$ cat config.mk
export PLATFORM = sky130hd
export DESIGN_NAME = output_arbiter_credit_flat
export DESIGN_NICKNAME = d
export VERILOG_FILES = /design/src/rtl/output_arbiter_credit_if.sv /design/src/rtl/output_arbiter_credit.sv /design/src/flat_wrapper.sv
export SDC_FILE = /design/constraint.sdc
export NUM_CORES = 1
export LEC_CHECK = 0
export CAP_MARGIN = 20
export CORE_MARGIN = 2
export CORE_UTILIZATION = 24
export DETAILED_ROUTE_END_ITERATION = 6
export GPL_ROUTABILITY_DRIVEN = 0
export HOLD_SLACK_MARGIN = 0.15
export PLACE_DENSITY = 0.54
export SLEW_MARGIN = 30
export SYNTH_ARGS = -nofsm -noshare
export SYNTH_HDL_FRONTEND = slang
export SYNTH_SLANG_ARGS = --single-unit
export TNS_END_PERCENT = 50
$ cat constraint.sdc
create_clock -name clk -period 5.1 [get_ports clk]
set_input_delay 1.02 -clock clk [delete_from_list [all_inputs] [get_ports clk]]
set_output_delay 1.02 -clock clk [all_outputs]
set_load 0.05 [all_outputs]
$ cat src/rtl/output_arbiter_credit_if.sv
// output_arbiter_credit_if
//   Handshake bundle between one router output arbiter and its surroundings.
//   master : routing logic / input FIFOs / downstream credit return side
//   slave  : the arbiter itself
//   req[4:0]       per-input request for this output
//   valid[4:0]     per-input FIFO non-empty
//   tail[4:0]      per-input head flit is a tail flit
//   credit_in      one-cycle pulse, downstream freed one slot
//   sel[4:0]       registered one-hot crossbar select
//   grant[4:0]     per-input FIFO read enable (one-hot or zero)
//   valid_out      flit driven on the output link this cycle
//   credits[CW-1:0] current downstream credit count
//   credit_err     sticky credit overflow flag
//   Bit order: [0]=Local [1]=South [2]=West [3]=East [4]=North.
interface output_arbiter_credit_if #(
   parameter int unsigned CREDIT_MAX = 4
);
   localparam int unsigned CW = $clog2(CREDIT_MAX + 1);

   logic [4:0]    req;
   logic [4:0]    valid;
   logic [4:0]    tail;
   logic          credit_in;
   logic [4:0]    sel;
   logic [4:0]    grant;
   logic          valid_out;
   logic [CW-1:0] credits;
   logic          credit_err;

   modport master (
      output req, valid, tail, credit_in,
      input  sel, grant, valid_out, credits, credit_err
   );

   modport slave (
      input  req, valid, tail, credit_in,
      output sel, grant, valid_out, credits, credit_err
   );
endinterface

$ cat src/rtl/output_arbiter_credit.sv
// output_arbiter_credit
//   Per-output-port packet arbiter with downstream credit counter.
//   Round-robin choice among five input FIFOs (L,S,W,E,N); once a head is
//   chosen the output stays locked to that input until its tail flit leaves.
//   One credit is spent per flit sent; credits return via credit_in.
//   Ports:
//     clk    rising-edge clock
//     reset  asynchronous, active-low reset
//     bus    output_arbiter_credit_if slave modport (see interface header)
module output_arbiter_credit #(
   parameter int unsigned CREDIT_MAX = 4
) (
   input logic                      clk,
   input logic                      reset,
   output_arbiter_credit_if.slave   bus
);
   localparam int unsigned    CW        = $clog2(CREDIT_MAX + 1);
   localparam logic [CW-1:0]  CRED_FULL = CW'(CREDIT_MAX);
   localparam logic [CW-1:0]  CRED_ONE  = CW'(1);

   // Encoding keeps LOCK_x == input index + 1 so the locked input is state-1.
   typedef enum logic [2:0] {
      IDLE   = 3'd0,
      LOCK_L = 3'd1,
      LOCK_S = 3'd2,
      LOCK_W = 3'd3,
      LOCK_E = 3'd4,
      LOCK_N = 3'd5
   } state_t;

   state_t        state_q, state_d;
   logic [2:0]    rr_q, rr_d;
   logic [4:0]    sel_q, sel_d;
   logic [CW-1:0] credits_q, credits_d;
   logic          err_q, err_d;

   logic [2:0]    lock_idx;
   logic          locked;
   logic          transfer;
   logic [4:0]    grant_c;
   logic [2:0]    pick_idx;
   logic          pick_found;
   logic [3:0]    cand;

   assign locked   = (state_q != IDLE);
   assign lock_idx = state_q - 3'd1;
   assign transfer = locked && bus.valid[lock_idx] && (credits_q != '0);

   // Round-robin search: first requesting input at or after the pointer.
   always_comb begin
      pick_idx   = '0;
      pick_found = 1'b0;
      cand       = '0;
      for (int unsigned i = 0; i < 5; i++) begin
         cand = {1'b0, rr_q} + 4'(i);
         if (cand >= 4'd5) begin
            cand = cand - 4'd5;
         end
         if (!pick_found && bus.req[cand]) begin
            pick_found = 1'b1;
            pick_idx   = cand[2:0];
         end
      end
   end

   // Next state, select, pointer and grant.
   always_comb begin
      state_d = state_q;
      sel_d   = sel_q;
      rr_d    = rr_q;
      grant_c = '0;
      case (state_q)
         IDLE: begin
            if (pick_found) begin
               state_d = state_t'(pick_idx + 3'd1);
               sel_d   = 5'b00001 << pick_idx;
            end
         end
         default: begin
            // req is deliberately ignored here: only the tail releases the lock.
            if (transfer) begin
               grant_c = sel_q;
               if (bus.tail[lock_idx]) begin
                  state_d = IDLE;
                  sel_d   = '0;
                  rr_d    = (lock_idx == 3'd4) ? 3'd0 : lock_idx + 3'd1;
               end
            end
         end
      endcase
   end

   // Credit counter: a spend and a return in the same cycle cancel out.
   always_comb begin
      credits_d = credits_q;
      err_d     = err_q;
      if (transfer && !bus.credit_in) begin
         credits_d = credits_q - CRED_ONE;
      end else if (bus.credit_in && !transfer) begin
         if (credits_q == CRED_FULL) begin
            err_d = 1'b1;
         end else begin
            credits_d = credits_q + CRED_ONE;
         end
      end
   end

   always_ff @(posedge clk or negedge reset) begin
      if (!reset) begin
         state_q   <= IDLE;
         sel_q     <= '0;
         rr_q      <= '0;
         credits_q <= CRED_FULL;
         err_q     <= 1'b0;
      end else begin
         state_q   <= state_d;
         sel_q     <= sel_d;
         rr_q      <= rr_d;
         credits_q <= credits_d;
         err_q     <= err_d;
      end
   end

   assign bus.sel        = sel_q;
   assign bus.grant      = grant_c;
   assign bus.valid_out  = transfer;
   assign bus.credits    = credits_q;
   assign bus.credit_err = err_q;
endmodule

$ cat src/flat_wrapper.sv
// flat-port wrapper written by rule: the top's interface ports become plain ports
module output_arbiter_credit_flat 
#(
   parameter int unsigned CREDIT_MAX = 4
)
  (clk, reset, bus_req, bus_valid, bus_tail, bus_credit_in, bus_sel, bus_grant, bus_valid_out, bus_credits, bus_credit_err);
  output_arbiter_credit_if #(.CREDIT_MAX(CREDIT_MAX)) bus_i ();
  input logic clk;
  input logic reset;
  input wire logic [$bits(bus_i.req)-1:0] bus_req;
  input wire logic [$bits(bus_i.valid)-1:0] bus_valid;
  input wire logic [$bits(bus_i.tail)-1:0] bus_tail;
  input wire logic [$bits(bus_i.credit_in)-1:0] bus_credit_in;
  output wire logic [$bits(bus_i.sel)-1:0] bus_sel;
  output wire logic [$bits(bus_i.grant)-1:0] bus_grant;
  output wire logic [$bits(bus_i.valid_out)-1:0] bus_valid_out;
  output wire logic [$bits(bus_i.credits)-1:0] bus_credits;
  output wire logic [$bits(bus_i.credit_err)-1:0] bus_credit_err;
  assign bus_i.req = bus_req;
  assign bus_i.valid = bus_valid;
  assign bus_i.tail = bus_tail;
  assign bus_i.credit_in = bus_credit_in;
  assign bus_sel = bus_i.sel;
  assign bus_grant = bus_i.grant;
  assign bus_valid_out = bus_i.valid_out;
  assign bus_credits = bus_i.credits;
  assign bus_credit_err = bus_i.credit_err;
  output_arbiter_credit #(.CREDIT_MAX(CREDIT_MAX)) u_core (.clk(clk), .reset(reset), .bus(bus_i));
endmodule
# Yosys cells after proc, flatten, opt, wreduce, memory -nomap -nowiden
# Index checks and enable logic that the tools add are counted.
[word_totals] ff_bits=15 input_bits=18 output_inout_bits=15 wordCells=104
[classes] n_addsub=14 n_lt_le_gt_ge=11 n_eq_ne=4 n_shift=1 mux=43 bitwise=2 n_reduce_logical=24
[op_table] op="2-to-1 mux 3 bit" n=13
[op_table] op="2-to-1 mux 5 bit" n=6
[op_table] op="binary-select mux 1 bit (select 3 bit)" n=7
[op_table] op="< comparator 4 bit, second input constant" n=5
[op_table] op="2-to-1 mux 4 bit" n=5
[op_table] op="greater-or-equal comparator 4 x 3 -> 1 bit, second input constant" n=4
[op_table] op="subtractor 4 x 3 -> 4 bit, second input constant" n=4
[op_table] op="2-to-1 mux 1 bit" n=12
[op_table] op="adder 3 x 1 -> 3 bit, second input constant" n=3
[op_table] op="AND reduction 3 bit" n=3
[op_table] op="adder 3 x 2 -> 4 bit, second input constant" n=2
[op_table] op="logical AND 1 bit" n=8
[op_table] op="equality test 3 bit, second input constant" n=2
[op_table] op="zero test 1 bit" n=6
[op_table] op="nonzero test 2 bit" n=3
[op_table] op="nonzero test 3 bit" n=2
[op_table] op="subtractor 3 x 1 -> 3 bit, second input constant" n=2
[op_table] op="left shift 1 x 3 -> 5 bit, first input constant" n=1
[op_table] op="adder 3 x 1 -> 4 bit, second input constant" n=1
[op_table] op="adder 3 x 3 -> 4 bit, second input constant" n=1
[op_table] op="< comparator 3 x 4 -> 1 bit, second input constant" n=1
[op_table] op="inequality test 2 x 1 -> 1 bit, second input constant" n=2
[op_table] op="subtractor 3 x 3 -> 4 bit, second input constant" n=1
[op_table] op="greater-or-equal comparator 3 bit, second input constant" n=1
[op_table] op="other kinds (3)" n=4

# Depth between registers and ports, before layout
# Gate-level depths: netlist (run 1).
[logic_depth] ltp_word=20 mapped_depth=16 depth_no_buf=15

# Worst setup path before layout (run 1)
# No wires, ideal clock.
[synth_timing] path_kind="register -> register" from="register u_core.rr_q[0]" to="register u_core.state_q[2]" setup_ns=0.082 arrival_time_ns=3.987 path_slack_ns=1.030 path_stages_with_launch=16 n_path_buf=2 synth_period_minus_slack_ns=4.070 cell_sequence="dfrtp_1 buf_6 clkinv_1 ha_1 ha_1 buf_4 a221oi_4 mux4_2 a311oi_2 nand4_4 nand2b_4 o32ai_2 inv_1 ha_1 ha_1 o22ai_1"
[synth_between] elab_chain_len=20
[synth_lines] element="start: declaration" line="output_arbiter_credit.sv:32" source="logic [2:0] rr_q, rr_d;"
[synth_lines] element="start signal: assignment" line="output_arbiter_credit.sv:118" source="rr_q <= rr_d;"
[synth_lines] element="branches (longest 20 deep; another with adder 3 x 1 -> 4 bit)"
[synth_lines] element="end signal: assignment" line="output_arbiter_credit.sv:116" source="state_q <= state_d;"
[synth_lines] element="end: declaration" line="output_arbiter_credit.sv:31" source="state_t state_q, state_d;"
# Parallel ways; which one is timed is not known. The select of a mux whose other input is x is not followed.
# A chain may end at the register's enable or synchronous reset.

# Worst setup path after layout (run 1)
[layout_timing] from="input bus_valid[2]" to="output bus_grant[1]"
[layout_between] elab_chain_len=6
[layout_lines] element="start: declaration" line="flat_wrapper.sv:11" source="input wire logic [$bits(bus_i.valid)-1:0] bus_valid;"
[layout_lines] element="binary-select mux 1 bit (select 3 bit)" line="output_arbiter_credit.sv:47" source="assign transfer = locked && bus.valid[lock_idx] && (credits_q != '0);"
[layout_lines] element="2-to-1 mux 1 bit (implied by the code)" line="output_arbiter_credit.sv:47"
[layout_lines] element="logical AND 1 bit (2 in a row)" line="output_arbiter_credit.sv:47"
[layout_lines] element="2-to-1 mux 5 bit" line="output_arbiter_credit.sv:81" source="if (transfer) begin"
[layout_lines] element="2-to-1 mux 5 bit" line="output_arbiter_credit.sv:72" source="case (state_q)"
[layout_lines] element="end: declaration" line="flat_wrapper.sv:15" source="output wire logic [$bits(bus_i.grant)-1:0] bus_grant;"
# Every way passes these cells. The select of a mux whose other input is x is not followed.

==> flow_summary.ini, run 1 <==
[global_route]
grt_use_total = 0.115
first_global_vias = 1959
antenna_found_initial = 0
grt_pass1_wl_microns = 9450
grt_max_degree = 34
grt-ovfl-total = 0

[yosys]
synthArstFlopShare = 1.00
syn_nets = 281
synth_cells = 241
ys_seq_area_frac = 0.172
synth_cell_type_count = 71
syn_avg_cell_area_sq_um = 9.09
synth_edf_count = 0
ys_ff_latch = 15
yosys_warnings = 0
synth_area_sq_mm = 0.00219
synth.area.top_cells = dfrtp_1, ha_1, mux4_2, mux2_2, inv_1
synth_top_area_cell = dfrtp_1
synth_top_area_frac = 0.160
synthFlopType = dfrtp_1

[layout]
final_util = 0.301
drive_gt1_frac = 0.161
nets = 315
num_antenna_cells = 0
area_growth_pct = 21.1

[status]
status = complete, no violations

[worst_hold_path]
min_path_type = reg -> reg

[routing]
first_iter_violations = 59
drt_pass1_iterations = 4
wirelength_microns = 5530
drc = 0
wire_per_inst_microns = 14.5
ant_nets = 0
vias = 1967
viasPerCell = 5.15

[timing]
setup_tns_ns = 0
rsz0062_at_grt = no
skew_ns = 0.00382
fmax_ghz = 0.236
setup_viol = 0
worstMarginPinSlew_ns = 0.679
period_minus_slack_ns = 4.24
finalHoldViolations = 0
slew_headroom = 0.546
drv_slew = 0
period_share = 0.830

[floorplanning]
die_w_microns = 99.5
start_util = 0.249
rows = 34
design.die.area_sq_mm = 0.00991
pin_count = 33
die_h_microns = 99.5
coreArea_sq_mm = 0.00881

[clock_network]
cts_tree = built
clk_latency_ns = 0.25
clk_pin_slew_worst_paths_ns = 0.06
clk_path_buf_depth = 2
cts_setup_buffers = 0
cts_buffers = 3
root_buffer = clkbuf_8
htreeDepth = 1
cts_hold_buf = 0
cts_resized = 0
cts.sinks = 15

[placement]
dp_hpwl_microns = 4360
port_buffers = 32

[critical_path]
worstPathArrival_ns = 3.22
critical_path_class = in -> out
required_ns = 4.08
r2r_slack_ns = 1.01
crit_fanout = 7
worstSetupStartpointType = primary input
crit_path_end_kind = output port

[flow_run]
drv_cap = 0
[cell families (layout without fill, tap and decap cells)]
kind of cell               Yosys count  count (layout)  synth area share
AOI/OAI and AO/OA                   76              76             0.296
xor gates and xnor gates            10              10            0.0400
adders and majority gates           22              22             0.132
buffers and inverters               32              65            0.0782
DFF                                 15              15             0.172
muxes                               16              16             0.101
and+or+nand+nor                     70              70             0.180
[worst paths after layout]
| path | from | endpoint | cells after the start |
|---|---|---|---|
| max | bus_valid[2] | bus_grant[1] | 6 |
| min | u_core.bus.credit_err | u_core.bus.credit_err | 1 |
| max reg2reg | u_core.rr_q[2] | u_core.state_q[2] | 12 |
| min reg2reg | u_core.bus.credit_err | u_core.bus.credit_err | 1 |
| max in group asynchronous | reset | u_core.state_q[0] | 1 |
| min in group asynchronous | reset | u_core.bus.sel[1] | 1 |
[area by class of cell]
class                      count  area (sq um)
fill                         922          6150
multi-input combinational    194          1640
sequential                    15           377
timing repair buffer          38           365
tap                          108           135
inverter                      23          86.3
clock buffer                   3          41.3
clock inverter                 1          5.00
[cells in the final DEF, fill, tap and decap left out, types with 7 or more instances in the layout]
cell type,Yosys,layout
inv_1,20,20
mux2_2,7,7
o21ai_0,9,9
ha_1,20,20
nand2_1,12,12
clkdlybuf4s50_1,0,32
xnor2_1,7,7
dfrtp_1,14,14
a21oi_1,7,7
nor2_1,15,15
[cell usage after synthesis, types with 5 or more instances]
master and number:
nand2_1 12, nor2_1 15, dfrtp_1 14, o21ai_0 9
nand3_1 5, mux2_2 7, xnor2_1 7, nand4_1 6
a211oi_1 5, nand2b_1 6, ha_1 20, nor3_1 5
and2_1 6, a21oi_1 7, inv_1 20
[critical path, stage by stage]
cell and delay, ns:
clkdlybuf4s50_1 0.45, mux4_2 0.22, nor2_1 0.05, a211oi_2 0.45, and2_1 0.21, clkdlybuf4s50_1 0.80
[registers in the layout, summed over array words and instances, names as in the netlist]
name and flops:
u_core.bus.credit_err 1, u_core.bus.credits 3, u_core.bus.sel 5, u_core.rr_q 3, u_core.state_q 3
[metal layers]
layer / share of wire / track usage
met4: 0.010 / 0.0253
met1: 0.49 / 0.162
met2: 0.47 / 0.192
met5: 0 / 0
met3: 0.029 / 0.00773
[metrics by stage]
step / worst slack [ns] / cell area (sq um) / hold WS [ns] / cells
floorplan: 1.03 / 2190 / 0.456 / 241
global placement: 0.894 / 2610 / 0.486 / 378
detailed placement: 0.840 / 2610 / 0.480 / 378
CTS: 0.835 / 2650 / 0.508 / 382
global route: 0.726 / 2650 / 0.534 / 382
finish: 0.865 / 2650 / 0.493 / 382
Power of run 1 is not shown: default switching activity piles up to over one toggle a cycle in this logic, so the estimate is an artifact.
==> inputs of run 2 (changes only) <==
clock period = 3.9 ns   (was 5.1 ns; I/O delays follow)
==> run 2 against run 1 <==
Via count is 3.4% higher. Core utilization increased by 1.6 points. Die area stayed put. Register-to-register slack worse by 0.78 ns. Global-route usage grew 0.82 points. Critical endpoint is now u_core.state_q[2].
==> flow_summary.ini, run 2 (synthesis results as in run 1) <==
[status]
status = complete, no violations

[global_route]
grt_pass1_wl_microns = 10000
grt.busiest_layer = met2
met3_usage = 0.0105
grtUsageMet1 = 0.162
grt_max_degree = 24
grt_use_total = 0.123
first_global_vias = 2072
antenna_found_initial = 0
grtUsageMet2 = 0.207
grt-ovfl-total = 0

[clock_network]
clk_pin_slew_worst_paths_ns = 0.06
cts_buffers = 3
clk_latency_ns = 0.25
cts_tree = built
cts.sinks = 15
clk_path_buf_depth = 2
cts_setup_buffers = 0
htreeDepth = 1
root_buffer = clkbuf_8

[routing]
first_iter_violations = 85
wirelength_microns = 5810
drt_pass1_iterations = 4
ant_nets = 0
viasPerCell = 5.20
wire_per_inst_microns = 14.9
drc = 0
vias = 2033

[layout]
area_growth_pct = 27.4
num_antenna_cells = 0
register_area_sq_um = 378
layout_common_cells = clkdlybuf4s50_1, inv_1, ha_1
multiInputGateArea_sq_mm = 0.00165
num-fill-cells = 924
largest_reg_flops = 5
layout_commonest_cell = clkdlybuf4s50_1
nets = 324
drive_gt1_frac = 0.223
design_area_sq_mm = 0.00279

[critical_path]
worstPathArrival_ns = 3.84
crit_path_end_kind = flop
required_ns = 4.07
critical_path_class = reg -> reg
crit_fanout = 5
worstSetupStartpointType = flop

[timing]
setup_tns_ns = 0
slew_headroom = 0.542
skew_ns = 0.00336
period_share = 0.940
rsz0062_at_grt = no
worstMarginPinSlew_ns = 0.685
fmax_ghz = 0.273
setup_viol = 0
setup_slack_ns = 0.233
period_minus_slack_ns = 3.67
drv_slew = 0
finalHoldViolations = 0
whs_ns = 0.482

[floorplanning]
die_h_microns = 99.5
start_util = 0.249
coreArea_sq_mm = 0.00881
design.die.area_sq_mm = 0.00991
pin_count = 33
rows = 34
die_w_microns = 99.5

[flow_run]
drv_cap = 0

[placement]
dp_hpwl_microns = 4710
place_ws_ns = 0.125
port_buffers = 32
post_dp_cell_area_sq_mm = 0.00274

[worst_hold_path]
min_path_type = reg -> reg
-- run 2: final cells by class --
cell class	instances	area share
inverters	23	0.0314
flip-flops and latches	15	0.135
multi-input cells	194	0.591
clock inverters	1	0.00179
repair buffers	47	0.177
clock buffers	3	0.0148
well taps	108	0.0484
-- run 2: metrics by stage --
stage,utilization,instances
after CTS,0.316,391
after floorplan,-,241
final,0.317,391
after global routing,0.317,391
after global placement,0.311,387
after detailed placement,0.311,387
-- run 2: worst max-delay path, stage by stage (launching register included) --
cell and delay (ns):
dfrtp_2 0.36, clkinv_2 0.09, ha_1 0.26, ha_1 0.33
a221oi_4 0.31, mux4_2 0.58, a311o_2 0.39, a31oi_1 0.15
nor2_1 0.08, or3_1 0.39, ha_1 0.21, ha_1 0.28
o22ai_1 0.16
-- run 2: path summary, 6_finish.rpt --
path / start / endpoint / slack (ns) / depth (start not counted)
setup / recovery: u_core.rr_q[0] / u_core.state_q[2] / 0.23 / 12
hold / removal: u_core.bus.credit_err / u_core.bus.credit_err / 0.48 / 1
setup reg to reg: u_core.rr_q[0] / u_core.state_q[2] / 0.23 / 12
hold reg to reg: u_core.bus.credit_err / u_core.bus.credit_err / 0.48 / 1
max in group asynchronous: reset / u_core.rr_q[0] / 2.47 / 1
min in group asynchronous: reset / u_core.bus.sel[2] / 0.94 / 1
-- run 2: routing by layer --
metal / wire, microns / vias to the layer above
met4: 148 / 0
met2: 2810 / 59
met1: 2650 / 974
met3: 206 / 10
li1: - / 990
met5: 0 / -
-- run 2: what timing repair did --
action / in CTS / in global routing
hold endpoints to repair: 0 / 0
hold buffers: 0 / 0
setup endpoints to repair: 0 / 2
gates resized for setup: 0 / 2
Power of run 2 is left out for the same reason.
